<file path="src/rtl/jhson_monitor_if.sv">
// Bus between the Johnson counter stage and its downstream monitor.
// The master side drives the sampled code and the status clear.
// The slave side, the monitor, returns the decode and the lock/revolution/error status.
interface jhson_monitor_if #(
    parameter int REV_W = 8
);
    logic [3:0]       in_a;
    logic             clr;
    logic [2:0]       phase;
    logic [7:0]       phase_oh;
    logic             step;
    logic             rev;
    logic [REV_W-1:0] rev_cnt;
    logic             lock;
    logic             err;
    logic             err_sticky;
    logic [7:0]       err_cnt;

    modport master (
        output in_a, clr,
        input  phase, phase_oh, step, rev, rev_cnt, lock, err, err_sticky, err_cnt
    );

    modport slave (
        input  in_a, clr,
        output phase, phase_oh, step, rev, rev_cnt, lock, err, err_sticky, err_cnt
    );
endinterface

</file>
<file path="src/rtl/jhson_monitor.sv">
// Johnson-code monitor.
// Decodes the 4-bit, 8-state Johnson code to a phase index and a one-hot vector.
// Checks that the sequence only holds or advances by one step, and locks after
// LOCK_CNT clean advances. While locked it counts revolutions and sequence errors.
module jhson_monitor #(
    parameter int LOCK_CNT = 4,
    parameter int REV_W    = 8
) (
    input logic             clk,
    input logic             n_rst,
    jhson_monitor_if.slave  bus
);
    typedef enum logic [1:0] {SEARCH, ACQ, LOCK} state_t;

    localparam logic [3:0] LOCK_RUN = 4'(LOCK_CNT);

    function automatic logic is_legal(input logic [3:0] c);
        case (c)
            4'b0000, 4'b1000, 4'b1100, 4'b1110,
            4'b1111, 4'b0111, 4'b0011, 4'b0001: is_legal = 1'b1;
            default:                            is_legal = 1'b0;
        endcase
    endfunction

    function automatic logic [2:0] to_phase(input logic [3:0] c);
        case (c)
            4'b1000: to_phase = 3'd1;
            4'b1100: to_phase = 3'd2;
            4'b1110: to_phase = 3'd3;
            4'b1111: to_phase = 3'd4;
            4'b0111: to_phase = 3'd5;
            4'b0011: to_phase = 3'd6;
            4'b0001: to_phase = 3'd7;
            default: to_phase = 3'd0;
        endcase
    endfunction

    function automatic logic [7:0] sat_inc8(input logic [7:0] v);
        sat_inc8 = (v == 8'hFF) ? v : v + 8'd1;
    endfunction

    state_t           state_q, state_d;
    logic [3:0]       run_q, run_d;
    logic [3:0]       code_q;
    logic             vld_q;
    logic             step_d, rev_d, err_d;

    logic [2:0]       phase_q;
    logic [7:0]       phase_oh_q;
    logic             step_q, rev_q, err_q, err_sticky_q;
    logic [REV_W-1:0] rev_cnt_q;
    logic [7:0]       err_cnt_q;

    logic             legal_new;
    logic [2:0]       ph_new, ph_old;
    logic             is_hold, is_adv;

    // Classify the incoming sample against the previously registered one.
    // The 3-bit phase compare wraps, so phase 7 -> 0 counts as an advance.
    assign legal_new = is_legal(bus.in_a);
    assign ph_new    = to_phase(bus.in_a);
    assign ph_old    = to_phase(code_q);
    assign is_hold   = legal_new && (bus.in_a == code_q);
    assign is_adv    = legal_new && vld_q && (ph_new == ph_old + 3'd1);

    // State and run-counter register.
    always_ff @(posedge clk or negedge n_rst) begin
        if (!n_rst) begin
            state_q <= SEARCH;
            run_q   <= 4'd0;
        end else begin
            state_q <= state_d;
            run_q   <= run_d;
        end
    end

    // Next-state logic and event strobes. Only errors seen while locked are reported.
    always_comb begin
        state_d = state_q;
        run_d   = run_q;
        step_d  = 1'b0;
        rev_d   = 1'b0;
        err_d   = 1'b0;
        case (state_q)
            SEARCH: begin
                if (legal_new) begin
                    state_d = ACQ;
                    run_d   = 4'd0;
                end
            end
            ACQ: begin
                if (is_adv) begin
                    step_d = 1'b1;
                    run_d  = run_q + 4'd1;
                    if (run_q + 4'd1 == LOCK_RUN) state_d = LOCK;
                end else if (!is_hold) begin
                    state_d = SEARCH;
                    run_d   = 4'd0;
                end
            end
            LOCK: begin
                if (is_adv) begin
                    step_d = 1'b1;
                    rev_d  = (ph_new == 3'd0);
                end else if (!is_hold) begin
                    state_d = SEARCH;
                    run_d   = 4'd0;
                    err_d   = 1'b1;
                end
            end
            default: begin
                state_d = SEARCH;
                run_d   = 4'd0;
            end
        endcase
    end

    // Sample register: the raw code and its legality, used by the next classification.
    always_ff @(posedge clk or negedge n_rst) begin
        if (!n_rst) begin
            code_q <= 4'b0000;
            vld_q  <= 1'b0;
        end else begin
            code_q <= bus.in_a;
            vld_q  <= legal_new;
        end
    end

    // Registered decode and event pulses. The phase index holds across an illegal sample.
    always_ff @(posedge clk or negedge n_rst) begin
        if (!n_rst) begin
            phase_q    <= 3'd0;
            phase_oh_q <= 8'd0;
            step_q     <= 1'b0;
            rev_q      <= 1'b0;
            err_q      <= 1'b0;
        end else begin
            if (legal_new) phase_q <= ph_new;
            phase_oh_q <= legal_new ? (8'd1 << ph_new) : 8'd0;
            step_q     <= step_d;
            rev_q      <= rev_d;
            err_q      <= err_d;
        end
    end

    // Status counters. A same-cycle clear is applied first, so the event still counts.
    always_ff @(posedge clk or negedge n_rst) begin
        if (!n_rst) begin
            rev_cnt_q    <= '0;
            err_cnt_q    <= 8'd0;
            err_sticky_q <= 1'b0;
        end else begin
            if (rev_d)        rev_cnt_q <= (bus.clr ? '0 : rev_cnt_q) + REV_W'(1);
            else if (bus.clr) rev_cnt_q <= '0;

            if (err_d) begin
                err_cnt_q    <= bus.clr ? 8'd1 : sat_inc8(err_cnt_q);
                err_sticky_q <= 1'b1;
            end else if (bus.clr) begin
                err_cnt_q    <= 8'd0;
                err_sticky_q <= 1'b0;
            end
        end
    end

    assign bus.phase      = phase_q;
    assign bus.phase_oh   = phase_oh_q;
    assign bus.step       = step_q;
    assign bus.rev        = rev_q;
    assign bus.rev_cnt    = rev_cnt_q;
    assign bus.lock       = (state_q == LOCK);
    assign bus.err        = err_q;
    assign bus.err_sticky = err_sticky_q;
    assign bus.err_cnt    = err_cnt_q;
endmodule

</file>
<file path="src/flat_wrapper.sv">
// flat-port wrapper written by rule: the top's interface ports become plain ports
module jhson_monitor_flat 
#(
    parameter int LOCK_CNT = 4,
    parameter int REV_W    = 8
)
  (clk, n_rst, bus_in_a, bus_clr, bus_phase, bus_phase_oh, bus_step, bus_rev, bus_rev_cnt, bus_lock, bus_err, bus_err_sticky, bus_err_cnt);
  jhson_monitor_if #(.REV_W(REV_W)) bus_i ();
  input logic clk;
  input logic n_rst;
  input wire logic [$bits(bus_i.in_a)-1:0] bus_in_a;
  input wire logic [$bits(bus_i.clr)-1:0] bus_clr;
  output wire logic [$bits(bus_i.phase)-1:0] bus_phase;
  output wire logic [$bits(bus_i.phase_oh)-1:0] bus_phase_oh;
  output wire logic [$bits(bus_i.step)-1:0] bus_step;
  output wire logic [$bits(bus_i.rev)-1:0] bus_rev;
  output wire logic [$bits(bus_i.rev_cnt)-1:0] bus_rev_cnt;
  output wire logic [$bits(bus_i.lock)-1:0] bus_lock;
  output wire logic [$bits(bus_i.err)-1:0] bus_err;
  output wire logic [$bits(bus_i.err_sticky)-1:0] bus_err_sticky;
  output wire logic [$bits(bus_i.err_cnt)-1:0] bus_err_cnt;
  assign bus_i.in_a = bus_in_a;
  assign bus_i.clr = bus_clr;
  assign bus_phase = bus_i.phase;
  assign bus_phase_oh = bus_i.phase_oh;
  assign bus_step = bus_i.step;
  assign bus_rev = bus_i.rev;
  assign bus_rev_cnt = bus_i.rev_cnt;
  assign bus_lock = bus_i.lock;
  assign bus_err = bus_i.err;
  assign bus_err_sticky = bus_i.err_sticky;
  assign bus_err_cnt = bus_i.err_cnt;
  jhson_monitor #(.LOCK_CNT(LOCK_CNT), .REV_W(REV_W)) u_core (.clk(clk), .n_rst(n_rst), .bus(bus_i));
endmodule
</file>
<file path="config.mk">
export PLATFORM = sky130hd
export DESIGN_NAME = jhson_monitor_flat
export DESIGN_NICKNAME = d
export VERILOG_FILES = /design/src/rtl/jhson_monitor_if.sv /design/src/rtl/jhson_monitor.sv /design/src/flat_wrapper.sv
export SDC_FILE = /design/constraint.sdc
export NUM_CORES = 1
export LEC_CHECK = 0
export CELL_PAD_IN_SITES_DETAIL_PLACEMENT = 1
export CELL_PAD_IN_SITES_GLOBAL_PLACEMENT = 1
export CORE_AREA = 3 3 77 79
export CTS_CLUSTER_DIAMETER = 120
export DETAILED_ROUTE_END_ITERATION = 10
export DIE_AREA = 0 0 80 82
export GPL_TIMING_DRIVEN = 0
export PLACE_DENSITY_LB_ADDON = 0.1
export SLEW_MARGIN = 5
export SYNTH_ARGS = -nofsm -noshare
export SYNTH_HDL_FRONTEND = slang
export SYNTH_SLANG_ARGS = --single-unit
</file>
<file path="constraint.sdc">
create_clock -name clk -period 7.2 [get_ports clk]
set_input_delay 1.8 -clock clk [delete_from_list [all_inputs] [get_ports clk]]
set_output_delay 1.8 -clock clk [all_outputs]
set_load 0.02 [all_outputs]
</file>
* Word-level counts from Yosys, hierarchy flattened
Memories as Yosys holds them, arrays and structs flattened. Cells that the tools add are included.
Word-level totals: bits in registers 42, memory bits (writable) 0, latch bits 0, input bits 7, memory bits (read-only) 16, word-level logic and storage cells 81, memories 1
Cells by class: shift operators 1, $mul 0, bitwise logic cells 0, div/mod/pow operators 0, add/sub/neg operators 4, reduce and logical (&&, ||, !) cells 10, mux-type cells 29, equality and inequality tests 24, order comparisons 0
Memory list:
- (name not given) | depth 16, bits a word 1, rd ports 1, clocked after Yosys merged registers in 0, write ports 0, line jhson_monitor.sv:18 | case (c)
Operators by type and width (count):
- 8-bit two-way mux | 7
- 3-bit case mux with 7 select lines | 2
- 4-bit == test, second input constant | 8
- 8-bit by 1-bit adder with 8-bit output, second input constant | 2
- 4-bit two-way mux | 4
- 4-bit by 3-bit == test with 1-bit output, second input constant | 3
- 4-bit case mux with 3 select lines | 1
- 2-bit two-way mux | 5
- 1-bit two-way mux | 9
- 4-bit by 1-bit == test with 1-bit output, second input constant | 2
- 4-bit by 2-bit == test with 1-bit output, second input constant | 2
- 8-bit == test, second input constant | 1
- 1-bit by 3-bit << shifter with 8-bit output, first input constant | 1
- 2-bit case mux with 3 select lines | 1
- 4-bit by 1-bit adder with 4-bit output, second input constant | 1
- 4-bit == test | 1
- 2-bit inequality test, second input constant | 2
- 2-bit AND reduction | 2
- 3-bit by 1-bit adder with 3-bit output, second input constant | 1
- 3-bit == test | 1
- 1-bit logical AND | 3
- 3-bit logical NOT | 1
- 3-bit inequality test, second input constant | 1
- 3-bit AND reduction | 1
- 6 further kinds | 6

* Longest topological paths before layout
Gate-level depths: netlist of the first run.
depth after elaboration 9, depth in mapped cells 11, mapped depth without buffers 10

* Worst setup path before layout of the first run
No wires, ideal clock.
path kind input port to flip-flop, start point in bus_in_a[2], end point reg u_core.err_cnt_q[2], in the netlist u_core.bus.err_cnt[2], arrival time 3.411 ns, buffers on the path 2, library setup time 0.096 ns, path slack 3.693 ns, cell stages on the path 8, cell sequence buf_6 > or2_1 > a21boi_2 > xor3_2 > o31ai_2 > buf_6 > nor2_2 > a311oi_2
Between the ends: cells in the longest elaborated chain, start to end 8, elaborated cells on any way between the ends 20, those cells by class eq/ne: 9; mux: 5; reduce/logical: 5; memory: 1
RTL lines:
- start, declared | line flat_wrapper.sv:11 | input wire logic [$bits(bus_i.in_a)-1:0] bus_in_a;
- 4-bit by 1-bit == test with 1-bit output, or another cell as far along | line jhson_monitor.sv:26 | case (c)
- 3-bit case mux with 7 select lines | line jhson_monitor.sv:26
- 3-bit == test | line jhson_monitor.sv:64 | assign is_adv = legal_new && vld_q && (ph_new == ph_old + 3'd1);
- 1-bit logical AND | line jhson_monitor.sv:64
- 1-bit two-way mux (*) | line jhson_monitor.sv:102 | if (is_adv) begin
- 1-bit two-way mux (*) | line jhson_monitor.sv:84 | case (state_q)
- 2-bit nonzero test (no line)
- 2-bit AND reduction (no line)
- end signal, assigned | line jhson_monitor.sv:157 | err_cnt_q <= bus.clr ? 8'd1 : sat_inc8(err_cnt_q);
- end, declared | line jhson_monitor.sv:52 | logic [7:0] err_cnt_q;
Every way passes the cells marked *; elsewhere a longest branch is shown, timed or not. A chain may end at the register's enable or synchronous reset.

* Final worst setup path of the first run
Same ends and word-level chain as after synthesis.

==> impl_metrics.tcl, run 1 <==
set metrics [dict create \
    status "completed" \
    worstReg2RegStart "u_core.code_q[2]" \
    cp_num_cells 9 \
    grt_max_degree 23 \
    die_y_um 82 \
    max_freq_mhz 256.2 \
    rr_worst_depth 9 \
    htree_levels 2 \
    drive_gt1_share_pct 11.15 \
    row_count 27 \
    cp_cell_sequence "clkdlybuf4s50_1 -> buf_6 -> or2_1 -> a21boi_2 -> xor3_2 -> o31ai_2 -> buf_6 -> nor2_2 -> a311oi_2" \
    max_slew_margin_pct 64.71 \
    drt-total-wl_um 5437 \
    synth_edf_count 0 \
    cts_buffers 5 \
    num-nets-final 292 \
    hp-class "flip-flop to flip-flop" \
    synthDistinctLibCells 63 \
    place.gp.congestion 0.7801 \
    design.core.area_um2 5405 \
    clk_path_buf_depth 2 \
    end_kind "flip-flop" \
    vdd.ir_drop.worst_mv 0.1709 \
    cts_resized 0 \
    worstSetupPathType "input pin to flip-flop" \
    dp_hpwl_um 4059 \
    detail_route.wl_per_cell_um 15.53 \
    firstDrtPassIters 4 \
    antenna_cells 0 \
    vias_per_cell 5.406 \
    dpl.cell_count 342 \
    crit_end "u_core.bus.err_cnt[2]" \
    worstPathRequired_ns 7.41 \
    worst_slew_pin_slew_ns 0.5294 \
    syn_to_final_growth_pct 25.67 \
    finalNonFillerCells 350 \
    grt_pass1_vias 1904 \
    ios 39 \
    timing.rr.end "u_core.bus.rev_cnt[6]" \
    drv_cap 0 \
    drtAntennaViolNets 0 \
    grt_usage_pct 18.15 \
    grt-ovfl-total 0 \
    vias 1892 \
    path_delay_family "compound AO/OA/AOI/OAI gates" \
    crit_top_cell "buf_6" \
    clk_latency_ns 0.30 \
    leakage_uw 0.001221 \
    powerDensity_nw_per_um2 191.6 \
    synth_area_um2 2335 \
    grt_first_pass_wirelength_um 9418 \
    cpMaxStageDelayCell "clkdlybuf4s50_1" \
    setup_viol_count_final 0 \
    crit_path_max_incr_delay_ns 0.44 \
    drt-initial-drc-count 37 \
    async_flop_share_pct 100.0 \
    cts_hold_buf 0 \
    antenna_found_initial 0 \
    cts_tree "done" \
    cts_setup_buffers 0 \
    syn_inst 231 \
    die_w_um 80 \
    period_share_pct 54.22 \
    rsz0062_at_grt "no" \
    cp-startpoint "bus_in_a[2]" \
    drcViolationCount 0 \
    cp-start-kind "input pin" \
    critPathBufInv 3 \
    dieArea_um2 6560 \
    path_clk_slew_ns 0.08 \
    cts-root-buf "clkbuf_8" \
    utilization_pct 54.28 \
    tns_ns 0 \
    avgSynthCellArea_um2 10.11 \
    start_util_pct 43.19 \
    yosysWarnings 0 \
    crit_arrival_ns 4.12 \
    synthFlopType "dfrtp_1" \
    fin_crit_ns 3.904 \
    hold_ws_ns 0.4823 \
    slew_violations 0 \
    io_buffers 38 \
    reg2reg_slack_ns 4.60 \
    ys_ff_latch 42 \
    final_area_um2 2934 \
    hold_violations 0 \
    skew_ns 0.009272 \
    syn-num-nets 246 \
    ys_seq_area_share_pct 45.02 \
    post_dp_cell_area_um2 2828 \
    clkSinkCount 42 \
    cp_max_fo 10 \
]
==> stage by stage <==
step	power (uW)	setup slack (ns)
after floorplan	338.1	3.693
after global placement	375.6	3.020
after detailed placement	380.3	2.969
after CTS	570.5	3.290
after global routing	595.8	3.170
final	562.2	3.296
==> power by group <==
| group | total (uW) | internal, uW | switching, uW |
|---|---|---|---|
| Clock | 187 | 104 | 82.8 |
| Sequential | 255 | 246 | 8.90 |
| Combinational | 121 | 51.1 | 69.5 |
| Total | 562 | 401 | 161 |
==> metal layers <==
| layer | vias to the layer above | wire length [um] | track usage [%] | part of all wire, % |
|---|---|---|---|---|
| li1 | 925 | - | - | - |
| met1 | 928 | 2626 | 24.05 | 48 |
| met2 | 35 | 2618 | 30.22 | 48 |
| met3 | 4 | 148 | 3.947 | 2.7 |
| met4 | 0 | 43 | 4.561 | 0.79 |
| met5 | - | 0 | 0 | 0 |
==> cell families (layout without fill, tap and decap cells) <==
| logic type | after synthesis | count (layout) | share of synthesized area [%] |
|---|---|---|---|
| and+or+nand+nor | 83 | 83 | 19.40 |
| AOI/OAI and AO/OA | 58 | 58 | 18.49 |
| DFF | 42 | 42 | 45.02 |
| buffers and inverters | 24 | 71 | 5.305 |
| xor gates and xnor gates | 12 | 12 | 5.788 |
| adders and majority gates | 8 | 8 | 4.287 |
| muxes | 4 | 4 | 1.715 |
==> cells in the final DEF, fill, tap and decap left out, types with 2 or more instances in the layout <==
| master | instances |
|---|---|
| a21oi_2 | 2 |
| nor3_1 | 5 |
| clkbuf_1 | 4 |
| nand2b_1 | 3 |
| nor2_1 | 11 |
| and3_1 | 4 |
| mux2i_1 | 4 |
| o21ai_0 | 12 |
| o211ai_1 | 3 |
| clkdlybuf4s50_1 | 37 |
| o211a_1 | 2 |
| nand3b_1 | 2 |
| buf_2 | 4 |
| a31oi_1 | 2 |
| o22ai_1 | 2 |
| nand4_1 | 7 |
| ha_1 | 8 |
| a21oi_1 | 11 |
| nand2_1 | 20 |
| inv_1 | 15 |
| or3_1 | 5 |
| or4_1 | 3 |
| nor3b_1 | 3 |
| clkbuf_8 | 5 |
| buf_6 | 4 |
| nor2b_1 | 3 |
| a22o_1 | 2 |
| xnor2_1 | 9 |
| or2_1 | 4 |
| dfrtp_1 | 42 |
| nand3_1 | 4 |
==> sequential cells by signal, indices dropped and copies added, names as in the netlist <==
signal and flops:
u_core.bus.step 1, u_core.bus.phase_oh 8, u_core.code_q 4, u_core.bus.rev_cnt 8, u_core.bus.err 1, u_core.bus.err_sticky 1, u_core.vld_q 1, u_core.run_q 4
u_core.bus.err_cnt 8, u_core.state_q 2, u_core.bus.rev 1, u_core.bus.phase 3
==> cell usage after synthesis (2+ instances only) <==
master	count	area share (%)
buf_2	3	0.64
nand4_1	7	1.9
nand3_1	4	0.86
a21oi_2	2	0.75
nor2b_1	3	0.80
or2_1	4	1.1
or3_1	5	1.3
xnor2_1	9	3.4
o22ai_1	2	0.54
nand3b_1	2	0.64
inv_1	15	2.4
mux2i_1	4	1.7
nand2_1	20	3.2
nor3_1	5	1.1
a21oi_1	11	2.4
dfrtp_1	42	45
o21ai_0	12	2.6
a22o_1	2	0.75
and3_1	4	1.1
buf_6	4	1.9
o211a_1	2	0.86
ha_1	8	4.3
nand2b_1	3	0.80
clkbuf_1	2	0.32
nor2_1	11	1.8
a31oi_1	2	0.54
or4_1	3	0.96
o211ai_1	3	0.96
nor3b_1	3	0.96
==> how the worst min path moves through the flow <==
stage / cells after the start / slack (ns) / start / to
2_1_floorplan: 1 / 0.47 / u_core.run_q[0] / u_core.run_q[0]
3_3_place_gp: 1 / 0.47 / u_core.bus.err_sticky / u_core.bus.err_sticky
3_5_place_dp: 1 / 0.47 / u_core.bus.err_sticky / u_core.bus.err_sticky
4_1_cts: 1 / 0.49 / u_core.bus.err_sticky / u_core.bus.err_sticky
5_1_grt: 1 / 0.52 / u_core.bus.err_sticky / u_core.bus.err_sticky
6_report: 1 / 0.48 / u_core.bus.err_sticky / u_core.bus.err_sticky
==> cell type report <==
| class | count | area [um2] |
|---|---|---|
| plain buffers | 9 | 67.56 |
| clock buffers | 7 | 76.32 |
| clock inverters | 1 | 30.03 |
| fillers | 606 | 2471 |
| inverters | 15 | 56.30 |
| multi-input cells | 165 | 1160 |
| flip-flops and latches | 42 | 1051 |
| well taps | 72 | 90.09 |
| repair buffers | 39 | 402.9 |
No activity file was read; power rests on OpenSTA's default activity.
==> run 2: changes to the inputs <==
--- a/config.mk
+++ b/config.mk
@@ -7,10 +7,10 @@
 export LEC_CHECK = 0
 export CELL_PAD_IN_SITES_DETAIL_PLACEMENT = 1
 export CELL_PAD_IN_SITES_GLOBAL_PLACEMENT = 1
-export CORE_AREA = 3 3 77 79
+export CORE_AREA = 3 3 80 82
 export CTS_CLUSTER_DIAMETER = 120
 export DETAILED_ROUTE_END_ITERATION = 10
-export DIE_AREA = 0 0 80 82
+export DIE_AREA = 0 0 83 85
 export GPL_TIMING_DRIVEN = 0
 export PLACE_DENSITY_LB_ADDON = 0.1
 export SLEW_MARGIN = 5
==> constraint.sdc (replaced) <==
create_clock -name clk -period 3.7 [get_ports clk]
set_input_delay 0.925 -clock clk [delete_from_list [all_inputs] [get_ports clk]]
set_output_delay 0.925 -clock clk [all_outputs]
set_load 0.02 [all_outputs]
==> run 2 against run 1 <==
  * Cell count grew 0.86%
  * First-iteration DRC count shrank 27%
  * Clock-buffer cell count is the same
==> impl_metrics.tcl, run 2 (same netlist as run 1, synthesis figures left out) <==
set metrics [dict create \
    status "completed" \
    post_dp_cell_area_um2 2831 \
    cp_num_cells 9 \
    critPathBufInv 3 \
    crit_path_max_incr_delay_ns 0.45 \
    rr_worst_depth 9 \
    place.gp.congestion 0.7455 \
    hp-class "flip-flop to flip-flop" \
    ios 39 \
    setup_viol_count_final 0 \
    drive_gt1_share_pct 11.51 \
    slew_violations 0 \
    vdd.ir_drop.worst_mv 0.1748 \
    firstDrtPassIters 4 \
    clkSinkCount 42 \
    cts_resized 0 \
    vias 1887 \
    row_count 28 \
    cp_cell_sequence "clkdlybuf4s50_1 -> buf_6 -> or2_1 -> a21boi_2 -> xor3_2 -> o31ai_2 -> buf_6 -> nor2_2 -> a311oi_2" \
    cts_tree "done" \
    clk_path_buf_depth 2 \
    dieArea_um2 7055 \
    worstPathRequired_ns 3.90 \
    grt_max_degree 23 \
    die_y_um 85 \
    path_delay_family "compound AO/OA/AOI/OAI gates" \
    die_w_um 83 \
    worstSetupPathType "input pin to flip-flop" \
    skew_ns 0.004803 \
    crit_top_cell "buf_6" \
    tns_ns 0 \
    final_area_um2 2923 \
    period_share_pct 82.35 \
    cts-root-buf "clkbuf_8" \
    dp_hpwl_um 3942 \
    worst_slew_pin_slew_ns 0.5592 \
    cp_max_fo 10 \
    drv_cap 0 \
    path_clk_slew_ns 0.08 \
    syn_to_final_growth_pct 25.19 \
    drtAntennaViolNets 0 \
    detail_route.wl_per_cell_um 14.93 \
    end_kind "flip-flop" \
    powerDensity_nw_per_um2 355.8 \
    drt-initial-drc-count 27 \
    leakage_uw 0.001216 \
    grt_first_pass_wirelength_um 9025 \
    mostFrequentLayoutCells "dfrtp_1, clkdlybuf4s50_1, nand2_1, inv_1, o21ai_0" \
    drcViolationCount 0 \
    rsz0062_at_grt "no" \
    grt_usage_pct 15.38 \
    max_slew_margin_pct 62.72 \
    grt-ovfl-total 0 \
    num-nets-final 292 \
    drt-total-wl_um 5271 \
    hold_depth 1 \
    vias_per_cell 5.346 \
    fin_crit_ns 3.047 \
    crit_arrival_ns 3.25 \
    final_common_cell "dfrtp_1" \
    htree_levels 2 \
    design.core.area_um2 5816 \
    clk_latency_ns 0.29 \
    io_buffers 38 \
    cp-start-kind "input pin" \
    start_util_pct 40.15 \
    antenna_cells 0 \
    grt_pass1_vias 1902 \
    cts_hold_buf 0 \
    max_freq_mhz 328.2 \
    antenna_found_initial 0 \
    cts_setup_buffers 0 \
    cts_buffers 5 \
    cpMaxStageDelayCell "o31ai_2" \
    hold_violations 0 \
]
-- run 2: changes by cell type in the layout (fill, tap and decap cells not counted) --
cell | before | now
bufinv_16 | 1 | 0
clkinv_2 | 0 | 1
clkbuf_8 | 5 | 6
clkbuf_1 | 4 | 3
-- run 2: metrics by stage --
step | setup WS, ns | total power, uW | utilization (%) | hold WS, ns | cells
2_1_floorplan | 1.068 | 658.0 | - | 0.4715 | 231
3_3_place_gp | 0.3375 | 730.9 | 48.30 | 0.4680 | 344
3_5_place_dp | 0.3039 | 738.2 | 48.69 | 0.5004 | 345
4_1_cts | 0.6221 | 1052 | 50.26 | 0.5203 | 353
5_1_grt | 0.4707 | 1096 | 50.26 | 0.5441 | 353
6_report | 0.6530 | 1040 | 50.26 | 0.5060 | 353
-- run 2: per-layer routing --
| metal | track usage (%) | up-vias | routed length (um) |
|---|---|---|---|
| met5 | 0 | - | 0 |
| met4 | 4.606 | 0 | 64 |
| met3 | 2.913 | 7 | 160 |
| met2 | 25.58 | 30 | 2482 |
| met1 | 20.48 | 926 | 2563 |
| li1 | - | 924 | - |
-- run 2: final timing paths --
path                                       startpoint                     end  slack (ns)
worst min register to register  u_core.bus.err_sticky   u_core.bus.err_sticky        0.51
worst max register to register       u_core.code_q[2]   u_core.bus.err_cnt[2]        1.04
worst min-delay path            u_core.bus.err_sticky   u_core.bus.err_sticky        0.51
max in group asynchronous                       n_rst         u_core.bus.step        2.59
worst max-delay path                      bus_in_a[2]   u_core.bus.err_cnt[2]        0.65
min in group asynchronous                       n_rst  u_core.bus.phase_oh[6]        0.62
-- run 2: layout make-up --
class	instances	area (um2)
buffer	9	67.56
clock buffer	7	86.33
clock inverter	1	5.005
fill	691	2893
inverter	15	56.30
multi-input combinational	165	1160
sequential	42	1051
tap	75	93.84
timing repair buffer	39	402.9
-- run 2: power by group --
group | internal (uW) | switching [uW] | leakage [uW]
registers | 478 | 16.8 | 0.000566
clock network | 151 | 161 | 0.0000482
logic | 99.4 | 134 | 0.000602
==> run 3: changes to the inputs <==
--- a/config.mk
+++ b/config.mk
@@ -7,10 +7,10 @@
 export LEC_CHECK = 0
 export CELL_PAD_IN_SITES_DETAIL_PLACEMENT = 1
 export CELL_PAD_IN_SITES_GLOBAL_PLACEMENT = 1
-export CORE_AREA = 3 3 80 82
+export CORE_AREA = 3 3 84 86
 export CTS_CLUSTER_DIAMETER = 120
 export DETAILED_ROUTE_END_ITERATION = 10
-export DIE_AREA = 0 0 83 85
+export DIE_AREA = 0 0 87 89
 export GPL_TIMING_DRIVEN = 0
 export PLACE_DENSITY_LB_ADDON = 0.1
 export SLEW_MARGIN = 5
==> constraint.sdc (replaced) <==
create_clock -name clk -period 2.4 [get_ports clk]
set_input_delay 0.6 -clock clk [delete_from_list [all_inputs] [get_ports clk]]
set_output_delay 0.6 -clock clk [all_outputs]
set_load 0.02 [all_outputs]
==> run 3 against run 2 <==
  * The run now ends with negative setup slack left
  * Largest power group unchanged
  * Die area up 9.8%
  * Critical path type is now flip-flop to flip-flop
  * Combinational power up 100%
  * Sequential power up 55%
  * Total power up 62%
  * Design area up 15%
  * Sequential share of layout area down 4.7 points
  * Critical endpoint is now u_core.bus.err_cnt[5]
  * Setup slack worse by 0.80 ns
  * Utilization up 2.8 points
==> impl_metrics.tcl, run 3 (same netlist as run 1, synthesis figures left out) <==
set metrics [dict create \
    cpMaxStageDelayCell "dfrtp_2" \
    place.gp.congestion 0.7937 \
    grt_usage_pct 16.85 \
    fillers 703 \
    cts_buffers 5 \
    htree_levels 2 \
    drt-initial-drc-count 49 \
    grt-ovfl-total 0 \
    dp_hpwl_um 4156 \
    drive_gt1_share_pct 28.66 \
    vdd.ir_drop.worst_mv 0.2766 \
    crit_top_cell "buf_6" \
    finalWorstSetupSlack_ns -0.1517 \
    place_ws_ns -0.6494 \
    utilization_pct 53.10 \
    drt-total-wl_um 6231 \
    hold_violations 0 \
    leakage_uw 0.001445 \
    top_usage_layer "met2" \
    crit_path_max_incr_delay_ns 0.45 \
    grt_pass1_vias 2093 \
    tns_ns -1.285 \
    dieArea_um2 7743 \
    p_total_uw 1685 \
    status "finished, violations left" \
    worst_slew_pin_slew_ns 0.5260 \
    skew_ns 0.007705 \
    fin_crit_ns 2.552 \
    hp-class "input pin to async pin" \
    cp_cell_sequence "or2_4 -> mux2i_4 -> ha_4 -> nand2_2 -> o22ai_2 -> o211ai_1 -> o31ai_4 -> buf_6 -> buf_6 -> or4_1 -> a21oi_1" \
    drcViolationCount 0 \
    syn_to_final_growth_pct 44.43 \
    finalNonFillerCells 384 \
    reg2reg_slack_ns -0.15 \
    seq_area_um2 1054 \
    met3_usage_pct 3.134 \
    grt_max_degree 23 \
    die_w_um 87 \
    num-nets-final 322 \
    max_freq_mhz 391.9 \
    met2_usage_pct 30.02 \
    mostFrequentLayoutCells "dfrtp_1, clkdlybuf4s50_1, buf_4, nand2_1, inv_1" \
    cp_max_fo 4 \
    die_y_um 89 \
    drtAntennaViolNets 0 \
    rsz0062_at_grt "yes" \
    cts-root-buf "clkbuf_8" \
    vias_per_cell 5.245 \
    worstSetupPathType "flip-flop to flip-flop" \
    clk_latency_ns 0.29 \
    crit_arrival_ns 2.77 \
    design.core.area_um2 6350 \
    powerDensity_nw_per_um2 499.7 \
    setup_viol_count_final 18 \
    critPathBufInv 2 \
    firstDrtPassIters 4 \
    antenna_found_initial 0 \
    cp-start-kind "flip-flop" \
    io_buffers 38 \
    start_util_pct 36.77 \
    path_clk_slew_ns 0.08 \
    slew_violations 0 \
    worstPathRequired_ns 2.62 \
    antenna_cells 0 \
    final_common_cell "dfrtp_1" \
    max_slew_margin_pct 64.93 \
    clkSinkCount 42 \
    vias 2014 \
    ios 39 \
    multi_input_area_um2 1335 \
    dpl.cell_count 347 \
    violations "negative setup slack" \
    row_count 29 \
    drv_cap 0 \
    period_share_pct 106.3 \
    path_delay_family "simple AND/OR/NAND/NOR gates" \
    cts_tree "done" \
    grt_first_pass_wirelength_um 10230 \
    met1_usage_pct 20.86 \
    clk_path_buf_depth 2 \
    detail_route.wl_per_cell_um 16.23 \
    end_kind "flip-flop" \
]
[run 3: cell count changes in the layout (fill, tap and decap cells not counted), sizes merged]
cell / before / now
buf: 9 / 39
clkbuf: 9 / 7
clkdlybuf4s50: 37 / 32
clkinv: 1 / 3
dlygate4sd2: 0 / 4
dlymetal6s2s: 0 / 1
inv: 15 / 14
[run 3: path summary, 6_finish.rpt]
check,from,to,cells after the start
max,u_core.code_q[3],u_core.bus.err_cnt[5],11
min,n_rst,u_core.bus.rev_cnt[0],1
max reg2reg,u_core.code_q[3],u_core.bus.err_cnt[5],11
min reg2reg,u_core.bus.err_sticky,u_core.bus.err_sticky,1
max in group asynchronous,n_rst,u_core.code_q[3],2
min in group clk,u_core.bus.err_sticky,u_core.bus.err_sticky,1
[run 3: where the power goes]
part | switching, uW | total, uW | internal, uW
registers | 28.4 | 767 | 738
clock network | 248 | 444 | 196
logic | 254 | 475 | 221
total | 530 | 1690 | 1150
[run 3: timing repair]
item / 4_1_cts / 5_1_grt
gates cloned: 2 / 0
hold buffers: 0 / 0
setup buffers: 20 / 10
setup endpoints to repair: 23 / 23
pin swaps: 25 / 21
resized for setup: 40 / 21
[run 3: area by class of cell]
| type | instances | share of cell area (%) |
|---|---|---|
| Tap cell | 77 | 2.857 |
| Buffer | 8 | 2.004 |
| Clock buffer | 5 | 2.041 |
| Sequential cell | 42 | 31.24 |
| Clock inverter | 2 | 0.2968 |
| Timing Repair Buffer | 70 | 19.93 |
| Inverter | 15 | 2.041 |
| Multi-Input combinational cell | 165 | 39.59 |
[run 3: stage by stage]
stage | hold WS (ns) | area [um2]
4_1_cts | 0.2913 | 3227
2_1_floorplan | 0.3044 | 2335
3_3_place_gp | 0.4692 | 2811
3_5_place_dp | 0.4715 | 2834
5_1_grt | 0.3108 | 3372
6_report | 0.2713 | 3372
[run 3: routing by layer]
layer	part of all wire, %	vias to the layer above
li1	-	984
met1	45	999
met2	52	27
met3	2.8	4
met4	0.91	0
met5	0	-
